File: src/rtl/cdb_pkg.sv
// Shared types and sizing for the RS-side CDB writeback path.
package cdb_pkg;

    localparam int ADDR_WIDTH = 32;
    localparam int RoB_WIDTH  = 8;
    localparam int WBQ_WIDTH  = 3;
    localparam int WBQ_SIZE   = 1 << WBQ_WIDTH;

    // One ALU result as it travels through the queue and onto the CDB.
    typedef struct packed {
        logic [RoB_WIDTH-1:0]  rob_index;
        logic [31:0]           value;
        logic [ADDR_WIDTH-1:0] next_pc;
    } wb_entry_t;

endpackage

File: src/rtl/wbq_fifo.sv
// Two-write / one-read circular buffer holding pending writeback results.
// push0 is always stored ahead of push1; the caller guarantees free space.
module wbq_fifo
    import cdb_pkg::*;
(
    input  logic                 clk_i,
    input  logic                 rst_i,
    input  logic                 en_i,
    input  logic                 clear_i,
    input  logic                 push0_i,
    input  wb_entry_t            data0_i,
    input  logic                 push1_i,
    input  wb_entry_t            data1_i,
    input  logic                 pop_i,
    output wb_entry_t            head_o,
    output logic [WBQ_WIDTH:0]   count_o
);

    wb_entry_t            mem_q [WBQ_SIZE];
    logic [WBQ_WIDTH-1:0] head_q, head_d;
    logic [WBQ_WIDTH-1:0] tail_q, tail_d;
    logic [WBQ_WIDTH-1:0] wr1_idx;
    logic [WBQ_WIDTH:0]   count_q, count_d;
    logic                 act;

    // Pointer and occupancy update; clear wins over any same-cycle traffic.
    always_comb begin
        act     = en_i && !clear_i;
        wr1_idx = push0_i ? tail_q + {{(WBQ_WIDTH-1){1'b0}}, 1'b1} : tail_q;
        head_d  = head_q;
        tail_d  = tail_q;
        count_d = count_q;
        if (en_i && clear_i) begin
            head_d  = '0;
            tail_d  = '0;
            count_d = '0;
        end else if (act) begin
            head_d  = head_q + {{(WBQ_WIDTH-1){1'b0}}, pop_i};
            tail_d  = tail_q + {{(WBQ_WIDTH-1){1'b0}}, push0_i}
                             + {{(WBQ_WIDTH-1){1'b0}}, push1_i};
            count_d = count_q + {{WBQ_WIDTH{1'b0}}, push0_i}
                              + {{WBQ_WIDTH{1'b0}}, push1_i}
                              - {{WBQ_WIDTH{1'b0}}, pop_i};
        end
    end

    // Pointer/count registers.
    always_ff @(posedge clk_i or posedge rst_i) begin
        if (rst_i) begin
            head_q  <= '0;
            tail_q  <= '0;
            count_q <= '0;
        end else begin
            head_q  <= head_d;
            tail_q  <= tail_d;
            count_q <= count_d;
        end
    end

    // Storage needs no reset: occupancy decides which slots are meaningful.
    always_ff @(posedge clk_i) begin
        if (act) begin
            if (push0_i) mem_q[tail_q]  <= data0_i;
            if (push1_i) mem_q[wr1_idx] <= data1_i;
        end
    end

    assign head_o  = mem_q[head_q];
    assign count_o = count_q;

endmodule

File: src/rtl/rs_cdb_writeback.sv
// Writeback arbiter for the RS-side CDB port: bypasses a result straight to
// the broadcast registers when the queue is empty, otherwise queues results
// in arrival order (ALU0 before ALU1) and broadcasts one per cycle.
module rs_cdb_writeback
    import cdb_pkg::*;
(
    input  logic                  clk_in,
    input  logic                  rst_in,
    input  logic                  rdy_in,
    input  logic                  RoB_clear,
    input  logic                  ALU0_en,
    input  logic [RoB_WIDTH-1:0]  ALU0_RoB_index,
    input  logic [31:0]           ALU0_value,
    input  logic [ADDR_WIDTH-1:0] ALU0_next_pc,
    input  logic                  ALU1_en,
    input  logic [RoB_WIDTH-1:0]  ALU1_RoB_index,
    input  logic [31:0]           ALU1_value,
    input  logic [ADDR_WIDTH-1:0] ALU1_next_pc,
    output logic                  RSCDB_en,
    output logic [RoB_WIDTH-1:0]  RSCDB_RoB_index,
    output logic [31:0]           RSCDB_value,
    output logic [ADDR_WIDTH-1:0] RSCDB_next_pc,
    output logic                  WBQ_full,
    output logic                  WBQ_overflow
);

    localparam logic [WBQ_WIDTH:0] SIZE_C   = (WBQ_WIDTH+1)'(WBQ_SIZE);
    localparam logic [WBQ_WIDTH:0] FULL_THR = (WBQ_WIDTH+1)'(WBQ_SIZE - 2);

    wb_entry_t          alu0_e, alu1_e, head_e, src_e;
    wb_entry_t          out_q, out_d;
    logic               en_q, en_d, full_q, full_d, ovf_q, ovf_d;
    logic [WBQ_WIDTH:0] count, count_next, free_slots;
    logic               pop, bypass0, bypass1, want0, want1, acc0, acc1;
    logic               drop, src_vld;

    assign alu0_e = '{rob_index: ALU0_RoB_index, value: ALU0_value, next_pc: ALU0_next_pc};
    assign alu1_e = '{rob_index: ALU1_RoB_index, value: ALU1_value, next_pc: ALU1_next_pc};

    // Source selection, push acceptance and next occupancy. Free space is
    // counted after this cycle's pop so a full queue can still accept one.
    always_comb begin
        pop        = (count != '0);
        bypass0    = !pop && ALU0_en;
        bypass1    = !pop && !ALU0_en && ALU1_en;
        want0      = ALU0_en && !bypass0;
        want1      = ALU1_en && !bypass1;
        free_slots = SIZE_C - count + {{WBQ_WIDTH{1'b0}}, pop};
        acc0       = want0 && (free_slots != '0);
        acc1       = want1 && (free_slots > {{WBQ_WIDTH{1'b0}}, acc0});
        drop       = (want0 && !acc0) || (want1 && !acc1);
        count_next = count + {{WBQ_WIDTH{1'b0}}, acc0}
                           + {{WBQ_WIDTH{1'b0}}, acc1}
                           - {{WBQ_WIDTH{1'b0}}, pop};
        src_vld    = pop || bypass0 || bypass1;
        src_e      = pop ? head_e : (bypass0 ? alu0_e : alu1_e);
    end

    wbq_fifo u_wbq (
        .clk_i   (clk_in),
        .rst_i   (rst_in),
        .en_i    (rdy_in),
        .clear_i (RoB_clear),
        .push0_i (acc0),
        .data0_i (alu0_e),
        .push1_i (acc1),
        .data1_i (alu1_e),
        .pop_i   (pop),
        .head_o  (head_e),
        .count_o (count)
    );

    // Next values for broadcast, full and overflow; everything holds while rdy_in is low.
    always_comb begin
        en_d   = en_q;
        out_d  = out_q;
        full_d = full_q;
        ovf_d  = ovf_q;
        if (rdy_in) begin
            if (RoB_clear) begin
                en_d   = 1'b0;
                full_d = 1'b0;
            end else begin
                en_d = src_vld;
                if (src_vld) out_d = src_e;
                full_d = (count_next >= FULL_THR);
                if (drop) ovf_d = 1'b1;
            end
        end
    end

    // Output registers.
    always_ff @(posedge clk_in or posedge rst_in) begin
        if (rst_in) begin
            en_q   <= 1'b0;
            out_q  <= '0;
            full_q <= 1'b0;
            ovf_q  <= 1'b0;
        end else begin
            en_q   <= en_d;
            out_q  <= out_d;
            full_q <= full_d;
            ovf_q  <= ovf_d;
        end
    end

    assign RSCDB_en        = en_q;
    assign RSCDB_RoB_index = out_q.rob_index;
    assign RSCDB_value     = out_q.value;
    assign RSCDB_next_pc   = out_q.next_pc;
    assign WBQ_full        = full_q;
    assign WBQ_overflow    = ovf_q;

endmodule

File: config.mk
export PLATFORM = sky130hd
export DESIGN_NAME = rs_cdb_writeback
export DESIGN_NICKNAME = d
export VERILOG_FILES = /design/src/rtl/cdb_pkg.sv /design/src/rtl/wbq_fifo.sv /design/src/rtl/rs_cdb_writeback.sv
export SDC_FILE = /design/constraint.sdc
export NUM_CORES = 1
export LEC_CHECK = 0
export CAP_MARGIN = 20
export CORE_ASPECT_RATIO = 0.9
export CORE_MARGIN = 3
export CORE_UTILIZATION = 60
export CTS_CLUSTER_SIZE = 20
export DETAILED_ROUTE_END_ITERATION = 8
export GPL_TIMING_DRIVEN = 1
export HOLD_SLACK_MARGIN = 0.15
export PLACE_DENSITY = 0.91
export SYNTH_ARGS = -nofsm -noshare
export SYNTH_HDL_FRONTEND = slang
export SYNTH_SLANG_ARGS = --single-unit
File: constraint.sdc
create_clock -name clk_in -period 9.34 [get_ports clk_in]
set_input_delay 1.868 -clock clk_in [delete_from_list [all_inputs] [get_ports clk_in]]
set_output_delay 1.868 -clock clk_in [all_outputs]
set_load 0.02 [all_outputs]
==> Word level (Yosys, flattened, before mapping) <==
Memories as Yosys holds them, arrays and structs flattened.
Cells that the tools add are included.
{ "word_totals": {"reg_bits": 85, "latchBits": 0, "mem_bits_rw": 576, "rom_bits": 0, "inputBits": 150, "output_inout_bits": 75, "elab_cells": 65, "n_memories": 1} }
{ "mem_list": {"columns": ["memory", "words", "width", "rd", "rd_ports_with_merged_regs", "write_ports", "line_no", "source"], "rows": [
  ["u_wbq.mem_q", 8, 72, 1, 0, 2, "wbq_fifo.sv:19", "wb_entry_t mem_q [WBQ_SIZE];"]
]} }
{ "classes": {"add_sub_neg": 9, "n_mul": 0, "div": 0, "order_cmp": 2, "n_eq_ne": 0, "n_shift": 0, "mux": 17, "bitwise": 1, "n_reduce_logical": 26} }
{ "op_table": {"columns": ["operator", "count"], "rows": [
  ["$mux 72", 2],
  ["$mux 3", 5],
  ["$add 4x1->4", 3],
  ["$logic_and 1x1->1", 11],
  ["$add 3x1->3", 3],
  ["$mux 1", 8],
  ["$mux 4", 2],
  ["$reduce_bool 4->1", 2],
  ["$logic_not 1->1", 7],
  ["$reduce_and 3->1", 2],
  ["$ge 4x3->1 const B", 1],
  ["$gt 4x1->1", 1],
  ["$sub 4x1->4", 1],
  ["$sub 4x4->4 const A", 1],
  ["$add 3x1->3 const B", 1],
  ["$logic_or 1x1->1", 3],
  ["$reduce_bool 2->1", 1],
  ["$not 1->1", 1]
]} }

==> Logic depth before layout (Yosys ltp) <==
Gate-level depths: netlist (run 1).
{ "depth": {"depth_word": 12, "mapped_depth": 17, "ltp_nobuf": 17} }

==> Hierarchy <==
Synthesis (run 1) repeated with hierarchy kept, for this count alone.
{ "hier_totals": {"cells_unflattened": 2627, "hier_area_um2": 33746.1} }
{ "by_module_without_submodules": {"columns": ["mod", "n_inst", "cells_each", "area_per_inst_um2", "seq_area_each_um2"], "rows": [
  ["wbq_fifo", 1, 2023, 28994.1, 17546.8],
  ["rs_cdb_writeback", 1, 604, 4752.1, 1876.8]
]} }

==> Worst setup path after synthesis (run 1) <==
No wires, ideal clock.
{ "synth_timing": {"kind": "input -> register", "start": "input rdy_in", "end": "memory u_wbq.mem_q[2][0] (netlist name), enable pin", "setup_ps": 602, "arrival_time_ps": 7846, "required_time_ps": 8738, "setup_slack_ps": 892, "path_stages": 5, "n_path_buf": 1, "cell_sequence": "clkinv_1 -> nor2_1 -> clkbuf_1 -> nand3_1 -> o21ai_0"} }
{ "synth_lines": {"columns": ["item", "line_no", "source"], "rows": [
  ["start, declared", "rs_cdb_writeback.sv:9", "input logic rdy_in,"],
  ["end, declared", "wbq_fifo.sv:19", null]
]} }

==> summary.txt, run 1 <==
GRT
  • First-pass GRT wire length: around 140000 microns
  • GRT overflow: 0
  • Largest net degree at the start of global routing: between 100 and 150
  • Number of global-route vias before repair: between 20000 and 25000
  • Gr usage total: 30.3%
  • Initial antenna violation count: 8

Clock network
  • Htree depth: 3
  • Cts repair resizes: 0
  • Max clock buf depth: 3
  • CTS tree: built
  • Cts bufs inserted: 68
  • Post CTS Setup Buffer Count: 0
  • Worst-Skew Late Latency: roughly 600 ps
  • Clock root cell: clkbuf_16
  • Hold-fix buffers at CTS: 0
  • Reg clk slew, reported paths: roughly 60 ps
  • # clock sinks: roughly 660

Finish
  • Nets: ~2600
  • Share of layout cells above drive strength 1: 25.8%
  • Fillers: approximately 3300
  • Area Overhead vs Synth: 15.3%
  • Storage cell area: approximately 19000 sq um
  • Multi-input gate area: ~13000 sq um

Timing
  • Slew of the pin with the lowest slew margin: approximately 1200 ps
  • RSZ-0062 raised after global routing: no
  • Setup TNS: 0 ps
  • Setup Viol. Count Final: 0
  • Max Slew Vio Count: 0
  • FMAX: around 160 MHz
  • Max_slew headroom: a little over a fifth
  • Skew final: between 20 and 25 ps
  • Final min period: approximately 6200 ps
  • Final worst path period share: about 67%
  • Final Hold Fails: 0

Outcome
  • Status: completed

Logic synthesis
  • FFs w/ async S/R, synth: approximately 13%
  • Sequential share of the synthesized area: approximately 58%
  • Synth area leader: edfxtp_1
  • Post-synth EDFFs: approximately 580
  • Top post-synthesis cells by area: edfxtp_1 (52%), mux2_2 (16%), mux2i_1 (8.7%), dfrtp_1 (6.4%), mux2_1 (3.5%)
  • Cells after Synth: between 2000 and 2500
  • Synth Cell Area: 33200 sq um
  • Top_reg_cell synth: edfxtp_1
  • Distinct cells, synth: 46
  • Warnings from Yosys: 0
  • Synth Register Bits: between 600 and 700
  • Share of the synthesized area in the top cell type: 52.0%
  • Syn Area/Cell: between 10 and 15 sq um
  • Post-Syn Nets: approximately 2400

Critical path
  • WP data arrival: around 6500 ps
  • RR Endpoint: u_wbq.mem_q[5][23]
  • CP Capture Point: u_wbq.mem_q[5][23]
  • Reg-to-Reg Start: u_wbq.count_o[2]
  • Crit path buf inv count: 5
  • Worst Setup Path Type: register to register
  • Flop-to-flop setup slack: between 3000 and 4000 ps
  • Cell mode on critical path: buf_4
  • Slowest Stage Delay on Critical Path: 810 ps
  • CP Depth: 11
  • Worst setup EP type: register
  • Crit-path slowest cell: inv_2
  • Worst path required time: around 9600 ps
  • CP startpoint: u_wbq.count_o[2]
  • Register-to-Register Path Depth: 11
  • CP max FO: 77
  • Cells along the critical path: inv_1 > ha_1 > nor3b_4 > buf_4 > inv_2 > buf_4 > nand3_1 > o211ai_1 > o211a_4 > o21bai_4 > buf_4
  • Type of origin of the critical path: register
  • CP top delay family: buffers and inverters

Die
  • Die Width: between 200 and 300 microns
  • Die area: between 50000 and 60000 sq um
  • Num rows: ~80
  • Chip Height: 229 microns
  • Core Footprint: between 50000 and 60000 sq um
  • Ports: approximately 230
  • Starting Density: 61.0%

Power and ir drop
  • Power, Total: approximately 10 mW
  • Leakage: 12.8 nW
  • Max VDD drop: ~0.00023 V
  • P per Cell Area: roughly 260 nW/um^2

Flow run
  • Max-cap violation count: 0

Placement
  • GP Congestion: ~0.83
  • Final HPWL from detailed placement: ~48000 microns
  • Port bufs: 224

Hold path
  • Hold crit path type: register to register
  • Hold_sp: WBQ_overflow

Route
  • Vias per std cell: 6.90
  • Antenna Nets Post-Route: 0
  • Routed via count: 21900
  • DRC Markers: 0
  • Number of DRC markers in iteration 0: roughly 2600
  • DR pass1 iterations: 8
  • Routed len/inst: around 28 microns
  • DRT Wirelength: 88900 microns
[how the worst min path moves through the flow]
| stage | depth (start not counted) | to | slack, ps |
|---|---|---|---|
| floorplan | 2 | u_wbq.count_o[3] | 530 |
| global placement | 1 | WBQ_overflow | 460 |
| detailed placement | 1 | WBQ_overflow | 460 |
| CTS | 1 | WBQ_overflow | 480 |
| global route | 1 | WBQ_overflow | 490 |
| finish | 1 | WBQ_overflow | 480 |
[Yosys cell counts (all sizes together) (3+ instances only)]
cell type and number:
a21oi 7, buf 86, o211a 4, o21ai 14
o211ai 6, nand3 75, edfxtp 576, nand2 9
o221ai 72, a31oi 72, a22oi 144, o2bb2ai 3
nor4 3, clkbuf 84, mux2 576, ha 11
xnor2 5, dfrtp 85, o22ai 3, mux2i 290
o21bai 3, nor3 4, nor2 82, inv 12
nand2b 6
[layout make-up]
class	instances	share of cell area, %
Antenna cell	4	0.0261
Clock buffer	110	5.35
Clock inverter	12	0.232
Inverter	13	0.134
Multi-Input combinational cell	1408	34.5
Sequential cell	661	50.7
Tap cell	705	2.30
Timing Repair Buffer	261	6.74
[metal layers]
layer / vias up / GRT usage, % / part of all wire [%]
li1: 9327 / - / -
met4: 8 / 10.7 / 2.9
met2: 1370 / 49.2 / 49
met3: 242 / 7.09 / 10
met1: 11000 / 40.2 / 38
met5: - / 0 / 0.049
[power breakdown]
part	total [mW]	switching [mW]	leakage [nW]	internal [mW]
Clock	2.62	1.09	1.05	1.53
Sequential	3.85	0.243	6.16	3.60
Combinational	3.36	2.00	5.57	1.36
[metrics by stage]
stage / hold slack [ps] / cell area [sq um] / setup WS (ps) / utilization [%] / std cells
floorplan: 534 / 33200 / 892 / - / 2252
global placement: 458 / 36100 / 2970 / 66.2 / 3045
detailed placement: 461 / 36100 / 2830 / 66.3 / 3046
CTS: 476 / 38300 / 3280 / 70.2 / 3168
global route: 493 / 38300 / 2930 / 70.3 / 3171
finish: 476 / 38300 / 3090 / 70.3 / 3174
[logic make-up (layout without fill, tap and decap cells)]
group / after synthesis / count (layout) / synth area share [%]
mux: 866 / 866 / 28.2
flops: 661 / 661 / 58.4
compound gates: 336 / 336 / 7.62
simple gates: 186 / 186 / 2.59
buf+inv: 183 / 396 / 2.40
fa+ha+maj: 13 / 13 / 0.534
xor+xnor: 6 / 6 / 0.181
other cells: 1 / 5 / 0.0113
[state kept, by name, summed over array words and instances (netlist names)]
signal	flops
u_wbq.count_o	4
u_wbq.head_q	3
RSCDB_next_pc	32
WBQ_full	1
WBQ_overflow	1
u_wbq.mem_q	576
RSCDB_en	1
u_wbq.tail_q	3
RSCDB_value	32
RSCDB_RoB_index	8
[cells in the final DEF, fill, tap and decap left out, drive strengths merged, types with 2 or more instances in the layout]
cell,n
diode,4
clkdlybuf4s50,224
o21bai,3
nor2,82
mux2,576
nor4,3
nor3,4
buf,37
a31oi,72
a22o,2
nor2b,2
a2111o,2
o21ai,14
o211ai,6
o22ai,3
nor4b,2
fa,2
a21o,2
ha,11
inv,14
xnor2,5
nand2b,6
a21oi,7
o2bb2ai,3
o211a,4
clkbuf,110
o221ai,72
clkinv,10
edfxtp,576
nand3,75
nand2,9
a22oi,144
dfrtp,85
mux2i,290
Note: power is estimated with default switching activity, not from simulation.
==> run 2, diff against run 1 <==
- CORE_UTILIZATION: 60 -> 54
- PLACE_DENSITY: 0.91 -> 0.87
- clock period: 9.34 -> 5.4 ns (I/O delays scaled with it)
==> run 2 against run 1 <==
  * Clock-buffer cell count fell by 5
  * Flip-flop and latch count unchanged
  * Critical path depth up 6
  * Total power rose by 75%
  * Combinational power increased by 77%
  * Clock power increased by 77%
  * Sequential share of layout area is 0.83 points lower
  * Setup slack got worse by 2600 ps
  * Via count increased by 1.1%
  * Die area is 11% higher
  * Critical endpoint is now WBQ_full
  * Final area up 1.7%
  * Cell count rose by 3.6%
==> summary.txt, run 2 (synthesized netlist as in run 1, its figures left out) <==
Outcome
  • Status: completed

Timing
  • Max Slew Vio Count: 0
  • Slew of the pin with the lowest slew margin: around 1200 ps
  • RSZ-0062 raised after global routing: no
  • Final worst path period share: between 90% and 100%
  • Max_slew headroom: 19.2%
  • Setup Viol. Count Final: 0
  • Fin Hold WS: about 470 ps
  • Skew final: 29.2 ps
  • Final Hold Fails: 0
  • Final min period: slightly below 5000 ps
  • Final worst slack: 515 ps
  • FMAX: slightly above 200 MHz

Critical path
  • Register-to-Register Path Depth: 17
  • Cell mode on critical path: nor2_1
  • Crit path buf inv count: 2
  • Crit-path slowest cell: nor4_1
  • Type of origin of the critical path: register
  • CP Depth: 17
  • Worst path required time: approximately 6000 ps
  • Worst setup EP type: register
  • CP max FO: 5
  • WP data arrival: ~5400 ps
  • Slowest Stage Delay on Critical Path: 620 ps
  • CP top delay family: adder cells
  • Worst Setup Path Type: register to register
  • Cells along the critical path: inv_1 > ha_1 > xor2_1 > a2111o_1 > nand2_1 > inv_1 > ha_1 > nor2_1 > nor4_1 > nor2_1 > xnor2_1 > fa_1 > fa_1 > xnor2_1 > nor2_1 > nor3_1 > o2bb2ai_1

Finish
  • Area Overhead vs Synth: 17.2%
  • Commonest cells after routing, fill and taps aside: edfxtp_1 (576), mux2_2 (473), mux2i_1 (290), clkdlybuf4s50_1 (224), a22oi_1 (144)
  • Post-layout util: 64.5%
  • Max reg flops: 576
  • Share of layout cells above drive strength 1: a little over a quarter
  • Nets: 2606
  • Fillers: 4104
  • Final Instance Count excl. Fillers: between 3000 and 4000
  • Largest Register: u_wbq.mem_q
  • Commonest non-fill, non-tap cell in the layout: edfxtp_1

Clock network
  • Cts bufs inserted: 71
  • Post CTS Setup Buffer Count: 0
  • Worst-Skew Late Latency: between 600 and 700 ps
  • CTS tree: built
  • Cts repair resizes: 0
  • Htree depth: 3
  • # clock sinks: approximately 660
  • Clock root cell: clkbuf_16
  • Reg clk slew, reported paths: approximately 60 ps
  • Max clock buf depth: 3
  • Hold-fix buffers at CTS: 0

Power and ir drop
  • Leakage: between 10 and 15 nW
  • Clk pwr share: about 27%
  • Logic pwr share: 34.5%
  • Switching Share: ~34%
  • Int Power: roughly 11 mW
  • P per Cell Area: between 400 and 500 nW/um^2
  • Switch Pwr: 5.91 mW
  • Max VDD drop: roughly 0.00037 V
  • Power, Total: between 15 and 20 mW
  • Sequential Power Share: a little under 40%

Route
  • Antenna Nets Post-Route: 0
  • DRC Markers: 0
  • Routed via count: about 22000
  • Number of DRC markers in iteration 0: 2346
  • Routed len/inst: roughly 28 microns
  • Vias per std cell: around 6.7
  • DR pass1 iterations: 5
  • DRT Wirelength: about 93000 microns

Placement
  • GP Congestion: just under 0.9
  • Final HPWL from detailed placement: 52000 microns
  • Port bufs: ~220
  • Post-Place Worst Slack: between 200 and 300 ps
  • DP Cell Count: 3152

GRT
  • Largest net degree at the start of global routing: between 70 and 80
  • Number of global-route vias before repair: 22800
  • GRT overflow: 0
  • Initial antenna violation count: 8
  • Gr usage total: between 20% and 30%
  • First-pass GRT wire length: about 140000 microns

Die
  • Num rows: 85
  • Die area: 64600 sq um
  • Core Footprint: just over 60000 sq um
  • Ports: 225
  • Die Width: ~270 microns
  • Chip Height: around 240 microns
  • Starting Density: between 50 and 60%

Hold path
  • Worst hold stages: 1
  • Hold crit path type: register to register

Flow run
  • Max-cap violation count: 0
[run 2: cell types whose count changed in the layout (fill, tap and decap cells not counted), sizes merged]
cell      before  now
clkinvlp       0    2
clkbuf       110  105
buf           37   64
diode          4    5
clkinv        10   20
[run 2: per-layer routing]
metal | up-vias | GRT usage (%) | wire length, microns
li1 | 9407 | - | -
met1 | 11300 | 37.9 | 36300
met2 | 1238 | 46.2 | 44600
met3 | 223 | 6.19 | 8760
met4 | 6 | 11.1 | 3050
met5 | - | 0 | 45
[run 2: stage by stage]
step	area [sq um]	TNS [ps]
after floorplan	33300	-116010
after global placement	36700	0
after detailed placement	36700	0
after CTS	38900	0
after global routing	39000	0
final	39000	0
[run 2: worst reg2reg max path, delay by kind of cell, from the launching register on]
family	cells	cell delay, ps
adders and majority gates	4	1470
and+or+nand+nor	6	1320
xor gates and xnor gates	3	670
AOI/OAI and AO/OA	2	560
DFF	1	500
buffers and inverters	2	240
[run 2: power groups by stage]
stage | registers (mW) | logic (mW) | clock network [mW]
after floorplan | 6.91 | 3.39 | 0
after global placement | 6.69 | 5.67 | 0
after detailed placement | 6.72 | 5.83 | 0
after CTS | 6.63 | 5.86 | 4.66
after global routing | 6.68 | 6.27 | 4.87
final | 6.63 | 5.94 | 4.63
[run 2: final timing paths]
kind,slack (ps),from,endpoint
setup / recovery,520,u_wbq.count_o[1],WBQ_full
hold / removal,470,WBQ_overflow,WBQ_overflow
setup reg to reg,520,u_wbq.count_o[1],WBQ_full
hold reg to reg,470,WBQ_overflow,WBQ_overflow
max in group asynchronous,3520,rst_in,RSCDB_next_pc[20]
min in group asynchronous,880,rst_in,RSCDB_RoB_index[6]
[run 2: layout make-up]
class / count / area (sq um) / area share (%)
Sequential cell: 661 / 19400 / 49.9
Multi-Input combinational cell: 1408 / 13200 / 34.0
Timing Repair Buffer: 288 / 3070 / 7.89
Clock buffer: 105 / 2030 / 5.21
Tap cell: 783 / 980 / 2.51
Clock inverter: 24 / 160 / 0.411
Inverter: 13 / 51.3 / 0.132
Antenna cell: 5 / 12.5 / 0.0321
